$ cat config.mk
export PLATFORM = sky130hd
export DESIGN_NAME = saturating_accumulator
export DESIGN_NICKNAME = d
export VERILOG_FILES = /design/src/rtl/saturating_accumulator_pkg.sv /design/src/rtl/saturating_accumulator_sat_clamp.sv /design/src/rtl/saturating_accumulator.sv
export SDC_FILE = /design/constraint.sdc
export NUM_CORES = 1
export LEC_CHECK = 0
export CORE_MARGIN = 2
export CORE_UTILIZATION = 26
export CTS_CLUSTER_SIZE = 20
export DETAILED_ROUTE_END_ITERATION = 8
export PLACE_DENSITY = 0.57
export SETUP_SLACK_MARGIN = 0.1
export SYNTH_ARGS = -nofsm -noshare
export SYNTH_HDL_FRONTEND = slang
export SYNTH_SLANG_ARGS = --single-unit
export TNS_END_PERCENT = 50
$ cat constraint.sdc
create_clock -name clk -period 2.5 [get_ports clk]
set_clock_uncertainty 0.15 [all_clocks]
set_input_delay 0.5 -clock clk [delete_from_list [all_inputs] [get_ports clk]]
set_output_delay 0.5 -clock clk [all_outputs]
set_load 0.01 [all_outputs]
$ cat src/rtl/saturating_accumulator_pkg.sv
// Shared types and clamp-limit helpers for the
// saturating accumulator and future saturating blocks.
package saturating_accumulator_pkg;

  typedef enum logic {
    MODE_PASS = 1'b0,
    MODE_ACC  = 1'b1
  } mode_e;

  function automatic longint sat_max(input int w, input bit s);
    return s ? (longint'(1) <<< (w - 1)) - 1
             : (longint'(1) <<< w) - 1;
  endfunction

  function automatic longint sat_min(input int w, input bit s);
    return s ? -(longint'(1) <<< (w - 1)) : longint'(0);
  endfunction

endpackage

$ cat src/rtl/saturating_accumulator_sat_clamp.sv
// Combinational clamp of a wide raw value into OUT_WIDTH
// with a flag telling whether the value was limited.
module sat_clamp
  import saturating_accumulator_pkg::*;
#(
  parameter int RAW_WIDTH = 10,
  parameter int OUT_WIDTH = 4,
  parameter int SIGNED    = 0
) (
  input  logic [RAW_WIDTH-1:0] raw_i,
  output logic [OUT_WIDTH-1:0] res_o,
  output logic                 sat_o
);

  localparam bit SG = (SIGNED != 0);
  localparam logic [RAW_WIDTH-1:0] MAXV =
    RAW_WIDTH'(sat_max(OUT_WIDTH, SG));
  localparam logic [RAW_WIDTH-1:0] MINV =
    RAW_WIDTH'(sat_min(OUT_WIDTH, SG));

  always_comb begin
    res_o = raw_i[OUT_WIDTH-1:0];
    sat_o = 1'b0;
    if (SG) begin
      if ($signed(raw_i) > $signed(MAXV)) begin
        res_o = MAXV[OUT_WIDTH-1:0];
        sat_o = 1'b1;
      end else if ($signed(raw_i) < $signed(MINV)) begin
        res_o = MINV[OUT_WIDTH-1:0];
        sat_o = 1'b1;
      end
    end else if (raw_i > MAXV) begin
      res_o = MAXV[OUT_WIDTH-1:0];
      sat_o = 1'b1;
    end
  end

endmodule

$ cat src/rtl/saturating_accumulator.sv
// Saturating pass-through / accumulate stage with a
// single valid/ready output register.
module saturating_accumulator
  import saturating_accumulator_pkg::*;
#(
  parameter int IN_WIDTH  = 8,
  parameter int OUT_WIDTH = 4,
  parameter int SIGNED    = 0
) (
  input  logic                 clk,
  input  logic                 rst_b,
  input  logic                 mode,
  input  logic                 clear,
  input  logic                 in_valid,
  output logic                 in_ready,
  input  logic [IN_WIDTH-1:0]  in_data,
  output logic                 out_valid,
  input  logic                 out_ready,
  output logic [OUT_WIDTH-1:0] out_data,
  output logic                 out_sat,
  output logic                 sat_sticky
);

  localparam bit SG = (SIGNED != 0);
  localparam int RW =
    ((IN_WIDTH > OUT_WIDTH) ? IN_WIDTH : OUT_WIDTH) + 2;

  logic                 out_valid_q, out_valid_d;
  logic [OUT_WIDTH-1:0] out_data_q, out_data_d;
  logic                 out_sat_q, out_sat_d;
  logic                 sticky_q, sticky_d;
  logic [OUT_WIDTH-1:0] acc_q, acc_d;

  logic                 accept;
  logic [OUT_WIDTH-1:0] acc_base;
  logic [RW-1:0]        in_ext, acc_ext, raw;
  logic [OUT_WIDTH-1:0] clamp_res;
  logic                 clamp_sat;

  assign in_ready = !out_valid_q || out_ready;
  assign accept   = in_valid && in_ready;

  // a same-cycle clear makes the beat see an empty accumulator
  assign acc_base = clear ? '0 : acc_q;
  assign in_ext   =
    {{(RW-IN_WIDTH){SG && in_data[IN_WIDTH-1]}}, in_data};
  assign acc_ext  =
    {{(RW-OUT_WIDTH){SG && acc_base[OUT_WIDTH-1]}}, acc_base};

  always_comb begin
    raw = in_ext;
    if (mode_e'(mode) == MODE_ACC) raw = acc_ext + in_ext;
  end

  sat_clamp #(
    .RAW_WIDTH (RW),
    .OUT_WIDTH (OUT_WIDTH),
    .SIGNED    (SIGNED)
  ) u_clamp (
    .raw_i (raw),
    .res_o (clamp_res),
    .sat_o (clamp_sat)
  );

  always_comb begin
    out_valid_d = out_valid_q;
    out_data_d  = out_data_q;
    out_sat_d   = out_sat_q;
    sticky_d    = sticky_q;
    acc_d       = acc_q;
    if (clear) begin
      acc_d    = '0;
      sticky_d = 1'b0;
    end
    if (accept) begin
      out_valid_d = 1'b1;
      out_data_d  = clamp_res;
      out_sat_d   = clamp_sat;
      sticky_d    = sticky_d | clamp_sat;
      if (mode_e'(mode) == MODE_ACC) acc_d = clamp_res;
    end else if (out_ready) begin
      out_valid_d = 1'b0;
    end
  end

  always_ff @(posedge clk) begin
    if (!rst_b) begin
      out_valid_q <= 1'b0;
      out_data_q  <= '0;
      out_sat_q   <= 1'b0;
      sticky_q    <= 1'b0;
      acc_q       <= '0;
    end else begin
      out_valid_q <= out_valid_d;
      out_data_q  <= out_data_d;
      out_sat_q   <= out_sat_d;
      sticky_q    <= sticky_d;
      acc_q       <= acc_d;
    end
  end

  assign out_valid  = out_valid_q;
  assign out_data   = out_data_q;
  assign out_sat    = out_sat_q;
  assign sat_sticky = sticky_q;

endmodule

# ---- Yosys cells after proc, flatten, opt, wreduce, memory -nomap -nowiden
# Index checks and enable logic that the tools add are counted.
# Widths: inputs -> output; s select.
dict set report classes {
  bitwise_logic 1
  order_cmp 1
  n_reduce_logical 4
  mux 10
  addsub 1
}
# cell count
set ops {}
lappend ops {{$mux 4} 4}
lappend ops {{$gt 10x4->1 const B} 1}
lappend ops {{$mux 10} 1}
lappend ops {{$add 4x8->9} 1}
lappend ops {{$mux 1} 5}
lappend ops {{$reduce_bool 2->1} 1}
lappend ops {{$logic_and 1x1->1} 1}
lappend ops {{$logic_not 1->1} 1}
lappend ops {{$logic_or 1x1->1} 1}
lappend ops {{$or 1x1->1} 1}
dict set report totals {
  inputBits 14
  out_inout_bits 8
  elab_cells 22
  register_bits 11
}

# ---- Longest topological paths before layout
# Gate-level depths: netlist of run 1.
dict set report depth {
  ltp_word 7
  depth_mapped 8
}

# ---- Cells and area by module
# Synthesis of run 1 repeated with hierarchy kept, for this count alone.
dict set report unflattened {
  cells_unflattened 90
  area_unflattened_um2 792.0
}
# module n_inst cells_per_inst area_each_um2
set by_module_without_submodules {}
lappend by_module_without_submodules {saturating_accumulator 1 83 733.2}
lappend by_module_without_submodules {sat_clamp 1 7 58.8}

# ---- Least setup slack after synthesis of run 1
# No wires, ideal clock.
dict set report synth_timing {
  path_type {input port to flip-flop}
  start {input clear}
  end {register acc_q[3]}
  required_time_ns 2.223
  setup_slack_ns 0.163
  t_arrival_ns 2.060
  stages 8
  setup_ns 0.127
  path_cell_list {nor2b_1 -> ha_1 -> inv_1 -> fa_1 -> and4bb_1 -> nand4_2 -> a221oi_2 -> a21oi_1}
}
dict set report synth_via {
  elab_chain_len 7
}
# item line_no
set synth_lines {}
lappend synth_lines {{start: declaration} saturating_accumulator.sv:13} ;# input logic clear,
lappend synth_lines {{$mux 4 *} {saturating_accumulator.sv:44, saturating_accumulator.sv:71}}
lappend synth_lines {{$add 4x8->9} saturating_accumulator.sv:52} ;# if (mode_e'(mode) == MODE_ACC) raw = acc_ext + in_ext;
lappend synth_lines {{$mux 10} saturating_accumulator.sv:52}
lappend synth_lines {{$gt 10x4->1} saturating_accumulator_sat_clamp.sv:32} ;# end else if (raw_i > MAXV) begin
lappend synth_lines {{$mux 4} saturating_accumulator_sat_clamp.sv:32}
lappend synth_lines {{$mux 4} saturating_accumulator.sv:80} ;# if (mode_e'(mode) == MODE_ACC) acc_d = clamp_res;
lappend synth_lines {{$mux 4 *} saturating_accumulator.sv:75} ;# if (accept) begin
lappend synth_lines {{end signal: assignment} saturating_accumulator.sv:92} ;# acc_q <= '0;
lappend synth_lines {{end signal: assignment} saturating_accumulator.sv:98} ;# acc_q <= acc_d;
lappend synth_lines {{end: declaration} saturating_accumulator.sv:32} ;# logic [OUT_WIDTH-1:0] acc_q, acc_d;
# Mark *: on every way between the ends. The rest lies on a longest branch, timed or not.
# A chain may end at the register's enable or synchronous reset.

# ---- Worst setup path in the final report of run 1
dict set report layout_timing {
  start {input out_ready}
  end {output in_ready}
}
dict set report layout_via {
  elab_chain_len 1
}
# item line_no
set layout_lines {}
lappend layout_lines {{start: declaration} saturating_accumulator.sv:18} ;# input logic out_ready,
lappend layout_lines {{$logic_or 1x1->1} saturating_accumulator.sv:40} ;# assign in_ready = !out_valid_q || out_ready;
lappend layout_lines {{end: declaration} saturating_accumulator.sv:15} ;# output logic in_ready,
# Every way passes these cells.

==> run summary, run 1 <==
min-delay worst type -> reg2reg
met2 global-route usage -> 21.8%
grt met3 use -> 3.51%
part of the Yosys area used for sequential elements -> 32.2%
worst endpoint required time -> 1.85 ns
Via Count -> 699
outcome -> completed
Switching Share -> 28.7%
Core Region -> 2480 µm²
share of the synthesized area in the top cell type -> 32.2%
Iter 0 DRT Violations -> 12
ANT cells -> 0
Net Count, Synth -> 99
Buf/Inv on CP -> 2
worst skew pair latency -> 0.28 ns
TritonCTS clock tree -> done
Via density -> 4.96
Worst setup EP type -> output port
Worst VDD drop -> 0.000248 V
first-pass GRT wire length -> 3060 µm
RSZ-0062 raised after global routing -> no
post-layout min period -> 2.32 ns
Tcrit/Tclk final -> 92.9%
vias in the first global route -> 684
synth top area cells -> dfxtp_1, o21ai_0, a31oi_1, ha_1, a21oi_1
dpl cells -> 136
post-DP HPWL -> 1370 µm
pin slew with the least headroom to its limit -> 0.521 ns
worst-path cell chain -> clkdlybuf4s50_1 -> nand2b_1 -> clkdlybuf4s50_1
CP dominant cell by count -> clkdlybuf4s50_1
area grow syn2layout -> 54.3%
cell taking the most area after synthesis -> dfxtp_1
Flop pwr share -> 43.0%
max cap viols -> 0
Final Wtd Congestion -> 0.757
wire length per cell -> 13.1 µm
share of cells above drive strength 1 -> 23.4%
CTS buffer count -> 3
f_max -> 0.430 GHz
clock root cell -> clkbuf_4
Final WS setup -> 0.177 ns
Hold Buf Count CTS -> 0
I/O Pins -> 22
Post-Syn Area per Cell -> 8.56 µm²
final WL -> 1840 µm
FF/Latch Area -> 220 µm²
pre-CTS setup slack -> -0.415 ns
endpoints failing setup -> 0
initial antenna violation count -> 0
critical path peak fanout -> 4
Post-Syn Area -> 684 µm²
Worst-path clk slew -> 0.07 ns
I/O Buffers -> 21
Cell Int Power -> 320 µW
Starting Density -> 27.6%
most frequent cells in the layout -> clkdlybuf4s50_1, o21ai_0, dfxtp_1, buf_4, a31oi_1
Clock Path Buffers -> 2
grt peak-use layer -> met2
Lkg Pwr -> 0.000437 µW
Filler cells -> 259
worst relative slew slack -> 65.2%
most common cell after layout, fill and taps aside -> clkdlybuf4s50_1
fraction of power consumed by the clock network -> 28.5%
Pwr per Cell Area -> 425 nW/µm²
CP delay by family, top -> buffers and inverters
post-synthesis cell count -> 80
# H-tree levels -> 1
met1 usage -> 14.4%
sw power -> 129 µW
biggest cell delay along the critical path -> 0.55 ns
final non-filler cell total -> 141
clock sinks -> 11
Tot GR Track Use -> 12.9%
DRT Pass-1 Iters -> 4
flops & latches, synth -> 11
Slew Viols, Final -> 0
final-report hold violation count -> 0
pin count of the biggest net entering global routing -> 13
multi-input logic area -> 468 µm²
row count -> 18
Critical Path AT -> 1.67 ns
synth warn -> 0
Startpoint Class -> input pin
Logic pwr share -> 28.5%
Critical-path top delay cell -> clkdlybuf4s50_1
drt drc -> 0
Yosys cell types -> 30
antenna viol nets, final -> 0
Layout Nets -> 131
GR Overflow Total -> 0
die footprint -> 3060 µm²
Die Height -> 55.3 µm
Die X -> 55.3 µm
Crit Path Class -> in2out
worst reg2reg max path: stages, from the launching register on:
cell      delay [ns]
dfxtp_1         0.30
nor2b_2         0.15
ha_2            0.20
inv_2           0.04
fa_2            0.35
and4bb_2        0.36
nand4_4         0.13
a21oi_4         0.30
a31oi_1         0.12
repair_timing:
action / in CTS / in global routing
gates resized for setup: 9 / 7
buffers inserted: 1 / 0
pin swaps: 5 / 6
setup endpoints to repair: 10 / 9
layer usage:
metal | routed length (µm) | vias to the layer above
li1 | - | 355
met1 | 776 | 317
met2 | 913 | 22
met3 | 104 | 5
met4 | 46 | 0
met5 | 0 | -
power by group through the flow:
stage               combinational (µW)  clock [µW]  sequential (µW)
floorplan                         53.0           0              200
global placement                   122           0              196
detailed placement                 122           0              197
CTS                                128         129              193
global route                       142         134              194
finish                             128         128              193
final cells by class:
type | instances | area share [%]
multi-input cells | 60 | 44.3
repair buffers | 31 | 27.0
flip-flops and latches | 11 | 20.9
well taps | 30 | 3.55
clock buffers | 4 | 2.49
inverters | 5 | 1.78
path summary, 6_finish.rpt:
kind	from	end	slack, ns	depth (start not counted)
worst min register to register	sat_sticky	sat_sticky	0.32	2
worst max register to register	acc_q[0]	acc_q[1]	0.27	8
worst min-delay path	sat_sticky	sat_sticky	0.32	2
worst max-delay path	out_ready	in_ready	0.18	3
flip-flops by register name (all words and copies together) (netlist names):
name and flops:
acc_q 4, out_data 4, out_sat 1, out_valid 1, sat_sticky 1
synth_stat cells, drive strengths merged:
library cell	n
o21ai	12
dfxtp	11
a31oi	8
a21oi	6
inv	5
ha	4
nand2	4
nand2b	4
nor2b	4
clkbuf	3
a21boi	2
and3	2
nand4	2
a21o	1
a221oi	1
and2	1
and3b	1
and4bb	1
buf	1
fa	1
mux2i	1
nor2	1
nor3	1
o211ai	1
or3	1
xor2	1
cells by family after synthesis:
kind of cell | Yosys count | synth area share, %
AO/OA/AOI/OAI | 31 | 28.7
AND/OR/NAND/NOR | 22 | 21.0
flip-flops | 11 | 32.2
buffers and inverters | 9 | 5.12
adder cells (fa/ha/maj) | 5 | 10.2
XOR/XNOR | 1 | 1.28
multiplexers | 1 | 1.46
through the flow:
step / utilization (%) / cell area (µm²) / hold WS (ns) / power, µW / setup TNS (ns)
2_1_floorplan: - / 684 / 0.342 / 253 / 0
3_3_place_gp: 39.7 / 983 / 0.312 / 318 / -3.48
3_5_place_dp: 39.7 / 983 / 0.314 / 318 / -3.81
4_1_cts: 42.3 / 1050 / 0.324 / 450 / 0
5_1_grt: 42.6 / 1060 / 0.372 / 470 / 0
6_report: 42.6 / 1060 / 0.320 / 449 / 0
Power figures use the tool's default switching activity.
==> run 2: changes to the inputs <==
- SETUP_SLACK_MARGIN: 0.1 -> default
- TNS_END_PERCENT: 50 -> 20
==> run 2 against run 1 <==
Effect of this change: global-route usage did not move; combinational power hardly changed; clock power about the same; first-iteration DRC count grew 25%; sequential power about the same; utilization grew 0.20 points; clock-buffer cell count is the same; critical path type is now in2reg.
==> run summary, run 2 (synthesis results as in run 1) <==
outcome -> completed
clock sinks -> 11 (unchanged)
length in cells of the worst reg-to-reg path -> 8 (unchanged)
area grow syn2layout -> 55.0%
Tot GR Track Use -> 12.9% (unchanged)
endpoints failing setup -> 0 (unchanged)
CTS buffer count -> 3 (unchanged)
Clock Path Buffers -> 2 (unchanged)
final non-filler cell total -> 141 (unchanged)
most frequent cells in the layout -> clkdlybuf4s50_1, o21ai_0, dfxtp_1, buf_4, a31oi_1
GR Overflow Total -> 0 (unchanged)
Worst VDD drop -> 0.000247 V (-0.22%)
Core Region -> 2480 µm² (unchanged)
final-report hold violation count -> 0 (unchanged)
wire length per cell -> 13.1 µm (+0.22%)
drt drc -> 0 (unchanged)
Reg2Reg Launch Point -> acc_q[0]
Startpoint Class -> input pin
Starting Density -> 27.6% (unchanged)
met2 global-route usage -> 21.8% (unchanged)
Critical Path AT -> 2.39 ns (+0.72 ns)
Layout Nets -> 131 (unchanged)
DRT Pass-1 Iters -> 4 (unchanged)
grt met3 use -> 3.51% (unchanged)
RSZ-0062 raised after global routing -> no
initial antenna violation count -> 0 (unchanged)
Via Count -> 699 (unchanged)
min-delay worst type -> reg2reg
post-layout min period -> 2.38 ns (+0.0582 ns)
final WL -> 1850 µm (+0.22%)
reg2reg end -> acc_q[1]
Lkg Pwr -> 0.000437 µW (+0.13%)
first-pass GRT wire length -> 3060 µm (unchanged)
Pwr per Cell Area -> 424 nW/µm² (-0.38%)
met1 usage -> 14.4% (unchanged)
ANT cells -> 0 (unchanged)
Hold Buf Count CTS -> 0 (unchanged)
Iter 0 DRT Violations -> 15 (+3)
share of cells above drive strength 1 -> 20.7% (-2.7 points)
pin slew with the least headroom to its limit -> 0.525 ns (+0.00454 ns)
die footprint -> 3060 µm² (unchanged)
antenna viol nets, final -> 0 (unchanged)
Die Height -> 55.3 µm (unchanged)
worst skew pair latency -> 0.28 ns (about the same)
post-DP HPWL -> 1370 µm (unchanged)
worst endpoint required time -> 2.51 ns (+0.66 ns)
# H-tree levels -> 1 (unchanged)
Hold Path Stages -> 2 (unchanged)
WHS -> 0.320 ns (+0.0000450 ns)
max cap viols -> 0 (unchanged)
most common cell after layout, fill and taps aside -> clkdlybuf4s50_1
Worst-path clk slew -> 0.07 ns (about the same)
Worst setup EP type -> flip-flop
dpl cells -> 136 (unchanged)
row count -> 18 (unchanged)
vias in the first global route -> 684 (unchanged)
reg2reg setup slack -> 0.29 ns (+0.02 ns)
Crit Path Class -> in2reg
critical path peak fanout -> 8 (+4)
worst relative slew slack -> 64.9% (-0.30 points)
Hold Path End -> sat_sticky
I/O Pins -> 22 (unchanged)
grt peak-use layer -> met2
f_max -> 0.420 GHz (-2.4%)
I/O Buffers -> 21 (unchanged)
Final Wtd Congestion -> 0.757 (unchanged)
Die X -> 55.3 µm (unchanged)
Filler cells -> 259 (unchanged)
pin count of the biggest net entering global routing -> 13 (unchanged)
Slew Viols, Final -> 0 (unchanged)
min-delay src -> sat_sticky
Tcrit/Tclk final -> 95.3% (+2.3 points)
clock root cell -> clkbuf_4
Via density -> 4.96 (unchanged)
TritonCTS clock tree -> done
==> run 2: cell types whose count changed in the layout (fill, tap and decap cells not counted), sizes merged <==
cell,change
clkdlybuf4s50,+1
clkbuf,-1
==> run 2: metrics by stage <==
stage          power, µW  worst slack, ns  setup TNS (ns)  util (%)  area (µm²)
2_1_floorplan        253            0.163               0         -         684
3_3_place_gp         318           -0.372           -3.48      39.7         983
3_5_place_dp         318           -0.415           -3.81      39.7         983
4_1_cts              450           0.0861               0      42.4        1050
5_1_grt              470          0.00100               0      42.8        1060
6_report             449            0.118               0      42.8        1060
==> run 2: worst max path at each step <==
stage                             end  cells after the start  slack [ns]       start
after global placement    out_data[2]                      9       -0.37       clear
after CTS                    acc_q[1]                      8        0.09  in_data[0]
after global routing         acc_q[1]                      9       0.001       clear
after floorplan              acc_q[3]                      8        0.16       clear
final                        acc_q[1]                      9        0.12       clear
after detailed placement     acc_q[1]                      9       -0.41       clear
==> run 2: what timing repair did <==
item	in CTS	in global routing
setup endpoints to repair	9	9
pin swaps	5	5
gates resized for setup	8	3
setup buffers	1	0
gates cloned	0	0
==> run 2: power breakdown <==
group	switching, µW	internal [µW]
sequential	5.46	188
clock	65.6	62.0
combinational	57.6	71.2
total	129	321
==> run 2: final cells by class <==
class,instances,area (µm²),area share (%)
Inverter,5,18.8,1.77
Tap cell,30,37.5,3.54
Clock buffer,4,26.3,2.48
Sequential cell,11,220,20.8
Multi-Input combinational cell,60,468,44.1
Timing Repair Buffer,31,290,27.4
==> run 2: worst max-delay path: stages <==
cell,delay (ns)
dlygate4sd2_1,0.26
nor2b_2,0.14
ha_2,0.19
inv_1,0.05
fa_2,0.34
and4bb_2,0.36
nand4_4,0.13
a21oi_4,0.30
a31oi_1,0.12
==> run 2: layer usage <==
layer,vias to the layer above,part of all wire [%]
li1,356,-
met1,316,43
met2,22,49
met3,5,5.4
met4,0,2.5
met5,-,0
